## src/rtl/pipe_addsub.sv

```systemverilog
// Pipelined unsigned add/subtract/accumulate unit with a valid/ready handshake.
// A full-pipeline stall holds every stage while the sink back-pressures the result.
module pipe_addsub #(
   parameter int WIDTH  = 4,
   parameter int STAGES = 2,
   parameter bit SAT    = 1'b0
) (
   input  logic             clk,
   input  logic             rst,
   input  logic             in_valid,
   output logic             in_ready,
   input  logic [WIDTH-1:0] a,
   input  logic [WIDTH-1:0] b,
   input  logic [1:0]       mode,
   output logic             out_valid,
   input  logic             out_ready,
   output logic [WIDTH:0]   y,
   output logic             ovf
);
   localparam int RW = WIDTH + 1;

   localparam logic [1:0] MODE_ADD = 2'b00;
   localparam logic [1:0] MODE_SUB = 2'b01;
   localparam logic [1:0] MODE_ACC = 2'b10;
   localparam logic [1:0] MODE_CLR = 2'b11;

   logic          advance_s;
   logic          accept_s;
   logic          borrow_s;
   logic          res_ovf_s;
   logic [RW-1:0] diff_s;
   logic [RW-1:0] res_y_s;
   logic [RW-1:0] acc_r;
   logic [RW-1:0] acc_nxt_s;
   logic [RW:0]   acc_sum_s;

   logic [RW-1:0] stage_y_r   [STAGES];
   logic          stage_ovf_r [STAGES];
   logic          stage_vld_r [STAGES];

   // Reset forces ready high so nothing appears blocked while state is cleared.
   assign advance_s = rst | ~(stage_vld_r[STAGES-1] & ~out_ready);
   assign accept_s  = in_valid & advance_s & ~rst;
   assign in_ready  = advance_s;

   assign borrow_s  = (a < b);
   assign diff_s    = {1'b0, a} - {1'b0, b};
   assign acc_sum_s = {1'b0, acc_r} + {2'b00, a};

   // Operation decode: result, flag and the accumulator value committed on acceptance.
   always_comb begin
      res_y_s   = '0;
      res_ovf_s = 1'b0;
      acc_nxt_s = acc_r;
      case (mode)
         MODE_ADD: begin
            res_y_s = {1'b0, a} + {1'b0, b};
         end
         MODE_SUB: begin
            res_ovf_s = borrow_s;
            if (SAT && borrow_s) begin
               res_y_s = '0;
            end else begin
               res_y_s = diff_s;
            end
         end
         MODE_ACC: begin
            res_ovf_s = acc_sum_s[RW];
            if (SAT && acc_sum_s[RW]) begin
               acc_nxt_s = '1;
            end else begin
               acc_nxt_s = acc_sum_s[RW-1:0];
            end
            res_y_s = acc_nxt_s;
         end
         MODE_CLR: begin
            acc_nxt_s = '0;
         end
         default: begin
            res_y_s   = '0;
            res_ovf_s = 1'b0;
         end
      endcase
   end

   // Accumulator updates at acceptance so a following ACC sees it regardless of depth.
   always_ff @(posedge clk) begin
      if (rst) begin
         acc_r <= '0;
      end else if (accept_s) begin
         acc_r <= acc_nxt_s;
      end else begin
         acc_r <= acc_r;
      end
   end

   // Result pipeline: all stages shift together or hold together.
   always_ff @(posedge clk) begin
      if (rst) begin
         for (int i = 0; i < STAGES; i++) begin
            stage_y_r[i]   <= '0;
            stage_ovf_r[i] <= 1'b0;
            stage_vld_r[i] <= 1'b0;
         end
      end else if (advance_s) begin
         stage_vld_r[0] <= accept_s;
         stage_ovf_r[0] <= accept_s & res_ovf_s;
         stage_y_r[0]   <= accept_s ? res_y_s : '0;
         for (int i = 1; i < STAGES; i++) begin
            stage_vld_r[i] <= stage_vld_r[i-1];
            stage_ovf_r[i] <= stage_ovf_r[i-1];
            stage_y_r[i]   <= stage_y_r[i-1];
         end
      end else begin
         for (int i = 0; i < STAGES; i++) begin
            stage_y_r[i]   <= stage_y_r[i];
            stage_ovf_r[i] <= stage_ovf_r[i];
            stage_vld_r[i] <= stage_vld_r[i];
         end
      end
   end

   assign out_valid = stage_vld_r[STAGES-1];
   assign y         = stage_y_r[STAGES-1];
   assign ovf       = stage_ovf_r[STAGES-1];

endmodule

```

## config.mk

```make
export PLATFORM = sky130hd
export DESIGN_NAME = pipe_addsub
export DESIGN_NICKNAME = d
export VERILOG_FILES = /design/src/rtl/pipe_addsub.sv
export SDC_FILE = /design/constraint.sdc
export NUM_CORES = 1
export LEC_CHECK = 0
export BUFFER_PORTS_ARGS = -buffer_cell sky130_fd_sc_hd__buf_2
export CELL_PAD_IN_SITES_DETAIL_PLACEMENT = 0
export CELL_PAD_IN_SITES_GLOBAL_PLACEMENT = 1
export CORE_ASPECT_RATIO = 1.5
export CORE_MARGIN = 2
export CORE_UTILIZATION = 43
export DETAILED_ROUTE_END_ITERATION = 7
export PLACE_DENSITY = 0.82
export SLEW_MARGIN = 20
export SYNTH_ARGS = -nofsm -noshare
export SYNTH_HDL_FRONTEND = slang
export SYNTH_SLANG_ARGS = --single-unit
```

## constraint.sdc

```tcl
create_clock -name clk -period 2.13 [get_ports clk]
set_input_delay 0.426 -clock clk [delete_from_list [all_inputs] [get_ports clk]]
set_output_delay 0.426 -clock clk [all_outputs]
set_load 0.02 [all_outputs]
```

==> impl_metrics.toml, run 1 <==
[floorplanning]
initial_core_util = 0.442
rows = 25
die_h_um = 73.1
die_x_um = 50.1
placeableCoreArea_um2 = 3100
dieArea_um2 = 3660
ios = 22

[detailed_routing]
routed_wl_um = 2500
drc_errors = 0
drtPass1Iterations = 4
viasPerCell = 5.37
vias = 999
wl_per_cell_um = 13.4
drt_iter0_drc = 25
route.antenna.remaining_nets = 0

[cells_and_area]
final_cells = 186
design_area_um2 = 1520
nets = 180
drive_above_1_share = 0.247
final_cell_mix = "buf_2 (21), ha_1 (16), edfxtp_1 (14)"
finish.utilization = 0.490
syn_to_final_growth_pct = 10.9
antenna_cells = 0
mostFrequentLayoutCell = "buf_2"

[sta]
fmax_mhz = 532
slew_violations = 0
slew_headroom = 0.628
setup_viol = 0
fin_crit_sh = 0.883
layout_setup_ws_ns = 0.249
rsz0062_at_grt = "no"
hold_ws_ns = 0.444
fin_setup_tns_ns = 0
finClkSkew_ns = 0.00360
worstMarginPinSlew_ns = 0.557
finalCriticalPeriod_ns = 1.88
hold_viol = 0

[global_routing]
grt_pass1_vias = 975
grtUsageMet3 = 0.00820
grt_use_total = 0.154
grt.met2_usage = 0.301
overflow = 0
busiest_layer = "met2"
grt_antenna_before_repair = 0
grt_pass1_wl_um = 4300
grt_max_degree = 15
use_met1 = 0.162

[critical_path]
r2r_setup_slack_ns = 0.25
crit_chain = "ha_1 > fa_1 > a21o_1 > a21oi_1 > xor2_1 > o22ai_1"
max_stage_delay_ns = 0.42
worst_ep_arrival_time_ns = 1.89
end_kind = "flip-flop"
cp_slowest_cell = "fa_1"
worstSetupPathType = "reg2reg"
crit_required_ns = 2.14
crit_fanout = 3
cp-start-kind = "flip-flop"

[power]
p_int_uw = 615
vdd_drop_max_uv = 241
power.static_leakage_nw = 0.733
power.density_nw_per_um2 = 548
switching_share = 0.261
seqPwrFrac = 0.504
total_power_uw = 832
netSwitchingPower_uw = 217
p_comb_frac = 0.202
pwr-share-clk = 0.294

[cts]
cts_root_buf = "clkbuf_8"
cts_sinks = 19
clock_latency_ns = 0.25
cts_tree = "built"
clk_path_buf_depth = 2
post_cts_resized = 0
cts_setup_buffers = 0
holdBufCountCts = 0
clkTransAtPathRegs_ns = 0.07
cts_made_buffers = 3
h-tree-depth = 1

[placement]
gp_congestion = 0.818
io_buffers = 21
place_area_um2 = 1470
dp.final_hpwl_um = 2030
pre_cts_slack_ns = -0.0128
dpl.cell_count = 182

[logic_synthesis]
ys_seq_elements = 19
synth_edf_count = 14
synthFlopType = "edfxtp_1"
syn-instance-count = 129
synth_area_um2 = 1370
ys_types = 41
synth_top_area_cell = "edfxtp_1"
syn_nets = 162
synth.avg_cell_area_um2 = 10.6
async_reset_ff_frac = 0
synth_top_area_frac = 0.307
synthTopCellsByArea = "edfxtp_1 (31%), ha_1 (15%), dfxtp_1 (7.3%)"
ys_seq_area_frac = 0.380
yosysWarnings = 0

[outcome]
status = "finished, final reports clean"

[min_path]
min_path_type = "in2reg"

[run]
cap_violations = 0
-- cells in the mapped netlist (all sizes together), types with 2 or more instances --
library cell and number:
nor2 8, and3 8, fa 3, xor2 3, nand2 4, a222oi 2, nor2b 4, a32oi 3
a31oi 2, inv 12, nand2b 3, nand4 2, a21o 4, ha 16, buf 6, a21oi 3
o21ai 6, clkbuf 3, edfxtp 14, dfxtp 5
-- path summary, 6_finish.rpt --
check	startpoint	endpoint	cells past startpoint
max reg2reg	acc_r[0]	stage_y_r[0][4]	6
min	rst	acc_r[0]	2
min reg2reg	acc_r[3]	acc_r[3]	2
max	acc_r[0]	stage_y_r[0][4]	6
-- flip-flops by register name (all words and copies together) (netlist names) --
signal,count
stage_y_r,10
acc_r,5
stage_ovf_r,2
stage_vld_r,2
-- power groups by stage --
stage / logic, mW / registers [mW] / clock network (mW)
2_1_floorplan: 0.120 / 0.429 / 0
3_3_place_gp: 0.162 / 0.426 / 0
3_5_place_dp: 0.168 / 0.427 / 0
4_1_cts: 0.169 / 0.419 / 0.254
5_1_grt: 0.190 / 0.421 / 0.271
6_report: 0.168 / 0.419 / 0.245
-- metal layers --
| metal | vias up | routed length [um] |
|---|---|---|
| met3 | 4 | 59 |
| met4 | 0 | 40 |
| met1 | 476 | 940 |
| li1 | 496 | - |
| met2 | 23 | 1460 |
| met5 | - | 0 |
-- final cells by class --
class	instances	area (um^2)
repair buffers	22	113
multi-input cells	89	743
flip-flops and latches	19	520
inverters	12	45.0
clock inverters	1	5.00
well taps	40	50.0
clock buffers	3	41.3
fillers	291	1580
-- worst max-delay path: cells and delay by family (launching register included) --
kind / cells / cell delay (ns)
flops: 1 / 0.32
xor+xnor: 1 / 0.18
compound gates: 3 / 0.51
fa+ha+maj: 2 / 0.63
-- kinds of logic after synthesis --
logic type / share of synthesized area
flip-flops: 0.380
buffers and inverters: 0.0768
adder cells (fa/ha/maj): 0.190
XOR/XNOR: 0.0256
AND/OR/NAND/NOR: 0.186
multiplexers: 0.00823
AO/OA/AOI/OAI: 0.133
Note: power is estimated with default switching activity, not from simulation.
==> run 2: changes to the inputs <==
--- a/config.mk
+++ b/config.mk
@@ -9,10 +9,10 @@
 export CELL_PAD_IN_SITES_DETAIL_PLACEMENT = 0
 export CELL_PAD_IN_SITES_GLOBAL_PLACEMENT = 1
 export CORE_ASPECT_RATIO = 1.5
-export CORE_MARGIN = 2
 export CORE_UTILIZATION = 43
 export DETAILED_ROUTE_END_ITERATION = 7
 export PLACE_DENSITY = 0.82
+export RECOVER_POWER = 25
 export SLEW_MARGIN = 20
 export SYNTH_ARGS = -nofsm -noshare
 export SYNTH_HDL_FRONTEND = slang
==> impl_metrics.toml, run 2 (synthesized netlist as in run 1, its figures left out) <==
[cts]
clk_path_buf_depth = 2
cts_setup_buffers = 0
cts_sinks = 19
cts_root_buf = "clkbuf_8"
h-tree-depth = 1
clock_latency_ns = 0.25
holdBufCountCts = 0
cts_made_buffers = 3
cts_tree = "built"
post_cts_resized = 0
clkTransAtPathRegs_ns = 0.07

[floorplanning]
placeableCoreArea_um2 = 2970
die_h_um = 71.1
dieArea_um2 = 3420
initial_core_util = 0.460
die_x_um = 48.1
rows = 24
ios = 22

[detailed_routing]
vias = 1003
wl_per_cell_um = 13.7
drt_iter0_drc = 19
routed_wl_um = 2540
drc_errors = 0
viasPerCell = 5.42
drtPass1Iterations = 4
route.antenna.remaining_nets = 0

[cells_and_area]
drive_above_1_share = 0.226
nets = 180
syn_to_final_growth_pct = 9.42
largest_reg_flops = 10
layout_top_registers = "stage_y_r x10, acc_r x5"
fill_cells = 288
mostFrequentLayoutCell = "buf_2"
final_cell_mix = "buf_2 (20), ha_1 (16), edfxtp_1 (14)"
largest-register = "stage_y_r"
antenna_cells = 0

[sta]
worstMarginPinSlew_ns = 0.570
finalCriticalPeriod_ns = 1.87
fin_crit_sh = 0.878
fmax_mhz = 535
layout_setup_ws_ns = 0.260
rsz0062_at_grt = "no"
finClkSkew_ns = 0.00293
hold_viol = 0
setup_viol = 0
slew_headroom = 0.619
fin_setup_tns_ns = 0
slew_violations = 0

[power]
power.static_leakage_nw = 0.723
switching_share = 0.257
vdd_drop_max_uv = 313
p_int_uw = 613
p_comb_frac = 0.201
netSwitchingPower_uw = 212
pwr-share-clk = 0.292
power.density_nw_per_um2 = 551
seqPwrFrac = 0.507

[critical_path]
cp_slowest_cell = "fa_1"
crit_required_ns = 2.13
end_kind = "flip-flop"
crit_fanout = 3
max_stage_delay_ns = 0.41
worstSetupPathType = "reg2reg"
crit_chain = "ha_1 > fa_1 > a21o_1 > a21oi_1 > xor2_1 > o22ai_1"
cp-start-kind = "flip-flop"
worst_ep_arrival_time_ns = 1.87

[outcome]
status = "finished, final reports clean"

[global_routing]
grt_use_total = 0.173
grt_pass1_vias = 1002
grt_pass1_wl_um = 4310
grt_max_degree = 15
grt_antenna_before_repair = 0
overflow = 0

[min_path]
min_path_type = "in2reg"

[placement]
pre_cts_slack_ns = 0.0243
io_buffers = 21
dp.final_hpwl_um = 2080
gp_congestion = 0.806

[run]
cap_violations = 0
run 2: changes by cell type in the layout (fill, tap and decap cells not counted):
| cell | previous run | this run |
|---|---|---|
| buf_2 | 21 | 20 |
| nand4b_1 | 0 | 1 |
| nand2b_1 | 2 | 3 |
| nand4b_4 | 1 | 0 |
| clkbuf_1 | 0 | 1 |
| nand2b_2 | 1 | 0 |
run 2: area by class of cell:
class / count / area, um^2 / share of cell area
clock buffers: 3 / 41.3 / 0.0276
inverters: 12 / 45.0 / 0.0301
flip-flops and latches: 19 / 520 / 0.348
repair buffers: 22 / 111 / 0.0744
multi-input cells: 89 / 726 / 0.485
well taps: 39 / 48.8 / 0.0326
clock inverters: 1 / 5.00 / 0.00334
run 2: critical path: cells and delay by family (launching register included):
kind	cells	cell delay (ns)
xor gates and xnor gates	1	0.17
DFF	1	0.33
adders and majority gates	2	0.61
AOI/OAI and AO/OA	3	0.52
run 2: metrics by stage:
stage | cells | power [mW] | instance area (um^2) | hold slack, ns | util
6_report | 185 | 0.825 | 1500 | 0.443 | 0.504
5_1_grt | 185 | 0.871 | 1500 | 0.447 | 0.504
4_1_cts | 185 | 0.832 | 1520 | 0.447 | 0.510
3_5_place_dp | 181 | 0.595 | 1470 | 0.492 | 0.495
3_3_place_gp | 181 | 0.590 | 1470 | 0.480 | 0.495
2_1_floorplan | 129 | 0.549 | 1370 | 0.448 | -
run 2: layer usage:
metal  wire length [um]  track usage  share of wire
met3                 38      0.00765          0.015
met5                  0            0              0
met4                 36       0.0648          0.014
met1               1010        0.186           0.40
met2               1460        0.324           0.57
run 2: power by group through the flow:
stage          sequential [mW]  combinational [mW]  clock [mW]
3_3_place_gp             0.427               0.163           0
3_5_place_dp             0.427               0.168           0
5_1_grt                  0.421               0.187       0.263
4_1_cts                  0.419               0.170       0.243
6_report                 0.419               0.165       0.241
2_1_floorplan            0.429               0.120           0
run 2: worst paths after layout:
kind	cells past startpoint	startpoint	slack [ns]	end
setup / recovery	6	acc_r[0]	0.26	stage_y_r[0][4]
hold / removal	2	rst	0.44	acc_r[1]
setup reg to reg	6	acc_r[0]	0.26	stage_y_r[0][4]
hold reg to reg	2	acc_r[3]	0.50	acc_r[3]
